===== config.mk =====
export PLATFORM = sky130hd
export DESIGN_NAME = draw_scheduler
export DESIGN_NICKNAME = d
export VERILOG_FILES = /design/src/rtl/draw_pkg.sv /design/src/rtl/rect_scanner.sv /design/src/rtl/draw_scheduler.sv
export SDC_FILE = /design/constraint.sdc
export NUM_CORES = 1
export LEC_CHECK = 0
export BUFFER_PORTS_ARGS = -buffer_cell sky130_fd_sc_hd__buf_2
export CAP_MARGIN = 20
export CORE_MARGIN = 3
export CORE_UTILIZATION = 62
export CTS_CLUSTER_SIZE = 28
export DETAILED_ROUTE_END_ITERATION = 7
export HOLD_SLACK_MARGIN = 0.08
export PLACE_DENSITY_LB_ADDON = 0.3
export SYNTH_ARGS = -nofsm -noshare
export SYNTH_HDL_FRONTEND = slang
export SYNTH_SLANG_ARGS = --single-unit

===== constraint.sdc =====
create_clock -name clk -period 4.5 [get_ports clk]
set_clock_uncertainty 0.05 [all_clocks]
set_input_delay 1.125 -clock clk [delete_from_list [all_inputs] [get_ports clk]]
set_output_delay 1.125 -clock clk [all_outputs]
set_load 0.05 [all_outputs]

===== src/rtl/draw_pkg.sv =====
// draw_pkg: shared definitions for the draw scheduler.
//   - game status encodings driven by the game logic top
//   - scheduler state encoding (also exported on the debug state port)
//   - default geometry and colour constants used as parameter defaults
package draw_pkg;

  localparam logic [1:0] STATUS_READY   = 2'b00;
  localparam logic [1:0] STATUS_PLAYING = 2'b01;
  localparam logic [1:0] STATUS_OVER    = 2'b10;

  localparam int DEF_BLOCK_W  = 16;
  localparam int DEF_BLOCK_H  = 4;
  localparam int DEF_SCREEN_W = 160;
  localparam int DEF_SCREEN_H = 120;

  localparam logic [2:0] DEF_BG_COLOUR    = 3'b000;
  localparam logic [2:0] DEF_BLOCK_COLOUR = 3'b110;
  localparam logic [2:0] DEF_OVER_COLOUR  = 3'b100;

  typedef enum logic [2:0] {
    ST_INIT,
    ST_IDLE,
    ST_ERASE,
    ST_DRAW,
    ST_CLEAR
  } draw_state_t;

endpackage


===== src/rtl/rect_scanner.sv =====
// rect_scanner: row-major rectangle walker, one position per cycle.
// Ports:
//   clk, resetn    clock, asynchronous active-low reset
//   start          restart at (0,0) and run; wins over normal advance,
//                  so a start on the last position chains seamlessly
//   width, height  rectangle size, sampled every cycle while active
//   px, py         current position (px inner, py outer)
//   active         a position is held in px/py this cycle
//   last           combinational: current position is the final one
module rect_scanner (
  input  logic       clk,
  input  logic       resetn,
  input  logic       start,
  input  logic [7:0] width,
  input  logic [6:0] height,
  output logic [7:0] px,
  output logic [6:0] py,
  output logic       active,
  output logic       last
);

  logic px_end;
  logic py_end;

  assign px_end = (px == width - 8'd1);
  assign py_end = (py == height - 7'd1);
  assign last   = active && px_end && py_end;

  always_ff @(posedge clk or negedge resetn) begin
    if (!resetn) begin
      px     <= 8'd0;
      py     <= 7'd0;
      active <= 1'b0;
    end else if (start) begin
      px     <= 8'd0;
      py     <= 7'd0;
      active <= 1'b1;
    end else if (active) begin
      if (px_end) begin
        px <= 8'd0;
        if (py_end) begin
          active <= 1'b0;
        end else begin
          py <= py + 7'd1;
        end
      end else begin
        px <= px + 8'd1;
      end
    end
  end

endmodule


===== src/rtl/draw_scheduler.sv =====
// draw_scheduler: sole owner of the VGA adapter pixel-write port.
// Per frame tick it erases the block at its previous x and draws it at the
// current x; on game_status changes it fills the whole screen.
// Ports:
//   clk, resetn        clock, asynchronous active-low reset
//   sync               frame tick (one-cycle pulse)
//   x, prev_x, y       block position from game logic (snapshotted on sync)
//   game_status        00 READY, 01 PLAYING, 10 OVER, 11 as READY
//   vga_x, vga_y       registered pixel coordinate to the adapter
//   colour, plot       registered pixel colour and write strobe
//   busy               a raster sequence is in progress
//   overrun            sticky: a sync arrived while busy (reset clears it)
//   state              current scheduler state, for observation
// Handshake: sync is a request with no back-pressure. It is accepted only
// when state is IDLE, busy is low, no clear is pending and the game is
// PLAYING; a sync seen while busy is dropped and recorded in overrun.
module draw_scheduler
  import draw_pkg::*;
#(
  parameter int         BLOCK_W      = DEF_BLOCK_W,
  parameter int         BLOCK_H      = DEF_BLOCK_H,
  parameter int         SCREEN_W     = DEF_SCREEN_W,
  parameter int         SCREEN_H     = DEF_SCREEN_H,
  parameter logic [2:0] BG_COLOUR    = DEF_BG_COLOUR,
  parameter logic [2:0] BLOCK_COLOUR = DEF_BLOCK_COLOUR,
  parameter logic [2:0] OVER_COLOUR  = DEF_OVER_COLOUR
) (
  input  logic        clk,
  input  logic        resetn,
  input  logic        sync,
  input  logic [7:0]  x,
  input  logic [7:0]  prev_x,
  input  logic [6:0]  y,
  input  logic [1:0]  game_status,
  output logic [7:0]  vga_x,
  output logic [6:0]  vga_y,
  output logic [2:0]  colour,
  output logic        plot,
  output logic        busy,
  output logic        overrun,
  output draw_state_t state
);

  draw_state_t state_next;

  logic [7:0] x_s;
  logic [7:0] prev_x_s;
  logic [6:0] y_s;
  logic [1:0] last_status;
  logic       clear_pend;
  logic       clear_over;
  logic [2:0] fill_colour;
  logic [2:0] fill_next;

  logic       scan_start;
  logic       load_snap;
  logic       clear_take;

  logic [7:0] px;
  logic [6:0] py;
  logic       active;
  logic       last;
  logic [7:0] scan_w;
  logic [6:0] scan_h;

  logic [7:0] base_x;
  logic [6:0] base_y;
  logic [2:0] pix_colour;
  logic [8:0] sum_x;
  logic [7:0] sum_y;
  logic       in_screen;
  logic       scanning;
  logic       status_changed;

  // Block and full-screen sizes share one scanner; the size follows the
  // state, which always changes on the same edge as a scanner start.
  assign scan_w = (state == ST_CLEAR) ? 8'(SCREEN_W) : 8'(BLOCK_W);
  assign scan_h = (state == ST_CLEAR) ? 7'(SCREEN_H) : 7'(BLOCK_H);

  rect_scanner u_scanner (
    .clk    (clk),
    .resetn (resetn),
    .start  (scan_start),
    .width  (scan_w),
    .height (scan_h),
    .px     (px),
    .py     (py),
    .active (active),
    .last   (last)
  );

  // Next-state and control.
  always_comb begin
    state_next = state;
    scan_start = 1'b0;
    load_snap  = 1'b0;
    clear_take = 1'b0;
    fill_next  = fill_colour;
    case (state)
      ST_INIT: begin
        state_next = ST_CLEAR;
        scan_start = 1'b1;
        fill_next  = BG_COLOUR;
      end
      ST_IDLE: begin
        if (clear_pend) begin
          state_next = ST_CLEAR;
          scan_start = 1'b1;
          clear_take = 1'b1;
          fill_next  = clear_over ? OVER_COLOUR : BG_COLOUR;
        end else if (sync && !busy && game_status == STATUS_PLAYING) begin
          state_next = (prev_x == x) ? ST_DRAW : ST_ERASE;
          scan_start = 1'b1;
          load_snap  = 1'b1;
        end
      end
      ST_ERASE: begin
        if (last) begin
          state_next = ST_DRAW;
          scan_start = 1'b1;
        end
      end
      ST_DRAW: begin
        if (last) state_next = ST_IDLE;
      end
      ST_CLEAR: begin
        if (last) state_next = ST_IDLE;
      end
      default: state_next = ST_INIT;
    endcase
  end

  // Pixel address and colour for the current scanner position.
  always_comb begin
    base_x     = 8'd0;
    base_y     = 7'd0;
    pix_colour = fill_colour;
    case (state)
      ST_ERASE: begin
        base_x     = prev_x_s;
        base_y     = y_s;
        pix_colour = BG_COLOUR;
      end
      ST_DRAW: begin
        base_x     = x_s;
        base_y     = y_s;
        pix_colour = BLOCK_COLOUR;
      end
      default: ;
    endcase
  end

  // One bit wider so a block hanging off the right/bottom edge is detected
  // and suppressed instead of wrapping onto the opposite side.
  assign sum_x     = {1'b0, base_x} + {1'b0, px};
  assign sum_y     = {1'b0, base_y} + {1'b0, py};
  assign in_screen = (sum_x < 9'(SCREEN_W)) && (sum_y < 8'(SCREEN_H));
  assign scanning  = active &&
                     (state == ST_ERASE || state == ST_DRAW || state == ST_CLEAR);

  assign status_changed = (game_status != last_status);

  always_ff @(posedge clk or negedge resetn) begin
    if (!resetn) begin
      state       <= ST_INIT;
      x_s         <= 8'd0;
      prev_x_s    <= 8'd0;
      y_s         <= 7'd0;
      last_status <= STATUS_READY;
      clear_pend  <= 1'b0;
      clear_over  <= 1'b0;
      fill_colour <= BG_COLOUR;
      vga_x       <= 8'd0;
      vga_y       <= 7'd0;
      colour      <= 3'b000;
      plot        <= 1'b0;
      busy        <= 1'b0;
      overrun     <= 1'b0;
    end else begin
      state       <= state_next;
      fill_colour <= fill_next;
      last_status <= game_status;

      if (load_snap) begin
        x_s      <= x;
        prev_x_s <= prev_x;
        y_s      <= y;
      end

      // A fresh status edge outranks consuming the pending one, so the
      // newest change is never lost.
      if (status_changed && game_status != STATUS_PLAYING) begin
        clear_pend <= 1'b1;
        clear_over <= (game_status == STATUS_OVER);
      end else if (status_changed) begin
        clear_pend <= clear_pend && !clear_take;
      end else if (clear_take) begin
        clear_pend <= 1'b0;
      end

      plot <= scanning && in_screen;
      if (scanning) begin
        vga_x  <= sum_x[7:0];
        vga_y  <= sum_y[6:0];
        colour <= pix_colour;
      end

      // Stays high through the cycle that presents the final pixel.
      busy <= (state_next != ST_IDLE) || (state != ST_IDLE);

      if (sync && busy) overrun <= 1'b1;
    end
  end

endmodule


### After elaboration in Yosys (flattened, before gate mapping)

Cells that the tools add are included.

* bits in registers: 70
* latch bits: 0
* RAM bits: 0
* memory bits (read-only): 0
* bits of input ports: 28
* output and inout bits: 24
* word-level logic and storage cells: 100
* memories kept: 0

* add/subtract/negate cells: 6
* $mul: 0
* divide/modulo/power cells: 0
* order comparisons: 2
* equal/unequal tests: 15
* shifts and indexed selects: 0
* multiplexer cells: 36
* bitwise operators: 0
* reductions and logical operators: 24

Operators with widths (count)
* 7-bit 2-to-1 mux: 6
* 8-bit 2-to-1 mux: 4
* 3-bit 2-to-1 mux: 6
* 8-bit == test: 2
* 8-bit one-hot mux with 2 select lines: 1
* 1-bit 2-to-1 mux: 15
* 3-bit one-hot mux with 2 select lines: 2
* 3-bit one-hot mux with 4 select lines: 1
* 1-bit logical AND: 10
* 8-bit by 8-bit adder with 9-bit output: 1
* 9-bit by 8-bit < comparator with 1-bit output, second input constant: 1
* 7-bit by 7-bit adder with 8-bit output: 1
* 8-bit by 1-bit adder with 8-bit output, second input constant: 1
* 8-bit by 7-bit < comparator with 1-bit output, second input constant: 1
* 8-bit by 1-bit subtractor with 8-bit output, second input constant: 1
* 7-bit by 1-bit adder with 7-bit output, second input constant: 1
* 7-bit == test: 1
* 7-bit by 1-bit subtractor with 7-bit output, second input constant: 1
* 3-bit by 2-bit == test with 1-bit output, second input constant: 2
* 3-bit by 1-bit != test with 1-bit output, second input constant: 2
* 2-bit nonzero test: 3
* 2-bit != test, second input constant: 2
* 2-bit OR reduction: 2
* 3-bit by 1-bit == test with 1-bit output, second input constant: 1
* 12 further kinds: 15

### Logic depth before layout (Yosys ltp)

* depth in word-level cells: 10
* depth in mapped cells: 13
* gate-level depth less buffers: 11

### Cells and area by module

A second synthesis with hierarchy kept.

* cells, all modules: 427
* area, all modules: 4272.8 um^2

By module, submodules not included
* draw_scheduler: instances 1, cells an instance 270, area an instance 2846.5 um^2
* rect_scanner: instances 1, cells an instance 157, area an instance 1426.4 um^2

### Worst setup path before layout

OpenSTA, ideal clock, no wires.

* kind: register to register
* start: reg state[1]
* end: reg plot
* setup time: 126 ps
* data arrival time: 2967 ps
* required time: 4324 ps
* path slack: 1357 ps
* stages on the path, launching flop included: 14
* clock period less this slack: 3143 ps
* path through: dfrtp_1 -> buf_2 -> nor2b_1 -> clkbuf_1 -> and2_1 -> ha_1 -> inv_1 -> fa_1 -> nand2b_1 -> a21oi_1 -> a21o_1 -> a21oi_1 -> xor2_1 -> o311a_1

* longest elaborated chain between the ends: 7
* elaborated cells on any way between the ends: 15
* those cells by class: add/sub: 2; order compare: 2; eq/ne: 3; mux: 2; reduce/logical: 6

RTL lines
* start, declared: line draw_scheduler.sv:41 `output draw_state_t state`
* start signal, assigned: line draw_scheduler.sv:180 `state <= state_next;`
* 3-bit by 2-bit == test with 1-bit output: line draw_scheduler.sv:138, draw_scheduler.sv:159
* 2-bit OR reduction (no line)
* 7-bit 2-to-1 mux: line draw_scheduler.sv:138 `case (state)`
* 7-bit by 7-bit adder with 8-bit output: line draw_scheduler.sv:156 `assign sum_y = {1'b0, base_y} + {1'b0, py};`
* 8-bit by 7-bit < comparator with 1-bit output: line draw_scheduler.sv:157 `assign in_screen = (sum_x < 9'(SCREEN_W)) && (sum_y < 8'(SCREEN_H));`
* 1-bit logical AND: line draw_scheduler.sv:157
* 1-bit logical AND (*): line draw_scheduler.sv:201 `plot <= scanning && in_screen;`
* end signal, assigned: line draw_scheduler.sv:201
* end, declared: line draw_scheduler.sv:38 `output logic plot,`

Every way passes the cells marked *; elsewhere a longest branch is shown, timed or not.
A chain may end at the register's enable or synchronous reset.

### Worst setup path after layout

Ends and elaborated chain as after synthesis.

==> flow_summary_export.csv <==
group,metric,value,unit
outcome,status,"completed",
floorplanning,die_y,83.2,um
placement,pre_cts_slack,1.24,ns
timing,slew_violations,0,
route,wl,7.89,mm
critical_path,crit_path_end_kind,"flop",
route,dr_wl_met3,343,um
route,drc,0,
timing,fin_setup_tns,0,ns
finish,antennaDiodeCount,0,
hold_path,hp-class,"reg -> reg",
yosys,post_synth_inst_count,353,
critical_path,crit_chain,"nor2b_1 -> and2_1 -> ha_1 -> inv_1 -> fa_1 -> nand2b_1 -> a21oi_1 -> a21o_1 -> a21oi_1 -> xor2_1 -> o311a_1",
yosys,yosysSeqAreaShare,45.4,%
yosys,synth_edf_count,0,
floorplanning,fp.dieArea,0.00691,mm2
grt,grt_max_degree,44,
critical_path,path_class,"reg -> reg",
timing,fmax,302,MHz
timing,hold_violations,0,
timing,setup_viol,0,
placement,finalWeightedCongestion,0.903,
grt,overflow,0,
timing,finalCritPeriodShare,73.7,%
yosys,syn_avg_cell_area,10.5,um2
timing,finalCriticalPeriod,3.32,ns
job,cap_violations,0,
timing,slew_headroom,27.9,%
floorplanning,die_w,83.2,um
yosys,synth_flop_cell,"dfrtp_1",
yosys,syn_area,0.00369,mm2
route,via_per_inst,5.88,
finish,mostFrequentLayoutCell,"dfrtp_1",
grt,antenna_found_initial,0,
floorplanning,pin_count,52,
floorplanning,rows,27,
power_and_ir_drop,power_density,289,mW/mm2
clocking,cts-buffers-inserted,9,
finish,final_cell_mix,"dfrtp_1 (67), buf_2 (50), mux2_2 (32), nand2_1 (31), nor2_1 (31)",
placement,io_buffers,50,
yosys,synthArstFlopShare,100,%
clocking,h-tree-depth,3,
yosys,syn_nets,400,
critical_path,crit_fanout,11,
critical_path,cp_num_buf_inv,1,
timing,tightest_slew,1.08,ns
yosys,synth_seq_cells,67,
clocking,cts_sinks,67,
route,dr.max_layer_used,"met4",
floorplanning,coreArea,0.00564,mm2
critical_path,crit_slowest_cell,"nor2b_1",
grt,grt_usage,24.9,%
route,dr_wl_met2,3.81,mm
clocking,root_buffer,"clkbuf_8",
route,antenna_left,0,
power_and_ir_drop,ir_drop,0.229,mV
route,wl_met1,3.59,mm
critical_path,cp.required,4.68,ns
finish,drive_gt1_share,25.5,%
yosys,synth_warnings,0,
timing,hold_slack,0.400,ns
route,avgRoutedWirePerCell,16.4,um
power_and_ir_drop,p_leak,2.16,nW
grt,grt_pass1_wl,13.9,mm
route,drtIter0Drc,109,
critical_path,critPathTopFamily,"simple AND/OR/NAND/NOR gates",
yosys,synthDistinctLibCells,53,
finish,syn2layout_area_growth,14.0,%
critical_path,crit_arrival,3.50,ns
timing,fin_ws,1.18,ns
finish,fillers,397,
critical_path,critPathMaxStageDelay,0.68,ns
critical_path,cp_common_cell,"a21oi_1",
clocking,worstSkewPairLatency,0.34,ns
finish,final_nets,450,
floorplanning,start_util,65.4,%
critical_path,startpoint_type,"flop",
clocking,postCtsSetupBuffers,0,
clocking,ctsResizeCount,0,
placement,place.detailed.hpwl,5.93,mm
route,via_count,2821,
clocking,holdBufCountCts,0,
timing,rsz0062_at_grt,"false",
clocking,clock_path_buffers,2,
clocking,cts_tree,"built",
grt,grt_pass1_vias,2921,
route,dr.pass1.iters,4,
clocking,clk_pin_slew,0.07,ns
==> report_power, final <==
group	internal [mW]	switching, mW	leakage, nW	total (mW)
registers	0.604	0.00214	0.859	0.606
logic	0.0144	0.0264	1.19	0.0409
clock network	0.342	0.227	0.113	0.568
total	0.960	0.255	2.16	1.22
==> routing by layer <==
metal,vias up,global-route usage (%)
li1,1341,-
met1,1385,33.5
met2,81,40.2
met3,14,4.46
met4,0,9.81
met5,-,0
==> sequential cells by signal, indices dropped and copies added, names as in the netlist <==
register and cells:
busy 1, clear_over 1, clear_pend 1, colour 2, fill_colour 1, last_status 2
overrun 1, plot 1, prev_x_s 8, state 3, u_scanner.active 1, u_scanner.px 8
u_scanner.py 7, vga_x 8, vga_y 7, x_s 8, y_s 7
==> cell usage after synthesis, types with 3 or more instances <==
| cell | instances | share of area [%] |
|---|---|---|
| a21o_1 | 3 | 0.61 |
| a21oi_1 | 16 | 2.2 |
| and2_1 | 7 | 1.2 |
| and3_1 | 5 | 0.85 |
| clkbuf_1 | 7 | 0.71 |
| dfrtp_1 | 67 | 45 |
| ha_1 | 17 | 5.8 |
| inv_1 | 12 | 1.2 |
| mux2_2 | 32 | 9.8 |
| mux2i_1 | 9 | 2.4 |
| nand2_1 | 31 | 3.2 |
| nand2b_1 | 6 | 1.0 |
| nand3_1 | 9 | 1.2 |
| nand4_1 | 4 | 0.68 |
| nor2_1 | 31 | 3.2 |
| nor2b_1 | 5 | 0.85 |
| nor4_1 | 3 | 0.51 |
| o21ai_0 | 22 | 3.0 |
| o31ai_1 | 3 | 0.61 |
| or3_1 | 4 | 0.68 |
| xnor2_1 | 3 | 0.71 |
| xor2_1 | 20 | 4.7 |
==> layout make-up <==
class	instances	area (um2)	share of cell area, %
clock inverters	4	72.6	1.72
repair buffers	51	258	6.12
multi-input cells	262	1910	45.4
flip-flops and latches	67	1680	39.8
well taps	72	90.1	2.14
inverters	12	45.0	1.07
clock buffers	12	155	3.69
==> logic make-up after synthesis <==
family                   Yosys count  share of synthesized area (%)
XOR/XNOR                          23                           5.46
buffers and inverters             24                           2.88
multiplexers                      41                           12.2
other                              1                          0.102
AND/OR/NAND/NOR                  116                           16.3
flip-flops                        67                           45.4
adder cells (fa/ha/maj)           19                           6.85
AO/OA/AOI/OAI                     62                           10.8
==> metrics by stage <==
step | std cells | power (mW) | area, um2 | util (%)
after global placement | 464 | 0.657 | 3980 | 70.6
after global routing | 480 | 1.26 | 4210 | 74.6
after detailed placement | 464 | 0.659 | 3980 | 70.6
after CTS | 480 | 1.23 | 4210 | 74.6
final | 480 | 1.22 | 4210 | 74.6
after floorplan | 353 | 0.628 | 3690 | -
==> worst register-to-register path: cells and delay by family, from the launching register on <==
| kind | cells | cell delay, ns |
|---|---|---|
| adder cells (fa/ha/maj) | 2 | 0.55 |
| XOR/XNOR | 1 | 0.15 |
| flip-flops | 1 | 0.60 |
| AND/OR/NAND/NOR | 3 | 1.08 |
| AO/OA/AOI/OAI | 4 | 0.72 |
| buffers and inverters | 1 | 0.05 |
==> final timing paths <==
check,to,cells after the start,start,slack (ns)
max,plot$_DFF_PN0_,11,state[1]$_DFF_PN0_,1.18
min,overrun$_DFFE_PN0P_,1,overrun$_DFFE_PN0P_,0.40
max reg2reg,plot$_DFF_PN0_,11,state[1]$_DFF_PN0_,1.18
min reg2reg,overrun$_DFFE_PN0P_,1,overrun$_DFFE_PN0P_,0.40
max in group asynchronous,x_s[5]$_DFFE_PN0P_,2,resetn,2.64
min in group asynchronous,vga_x[1]$_DFFE_PN0P_,1,resetn,0.89
Power figures use the tool's default switching activity.
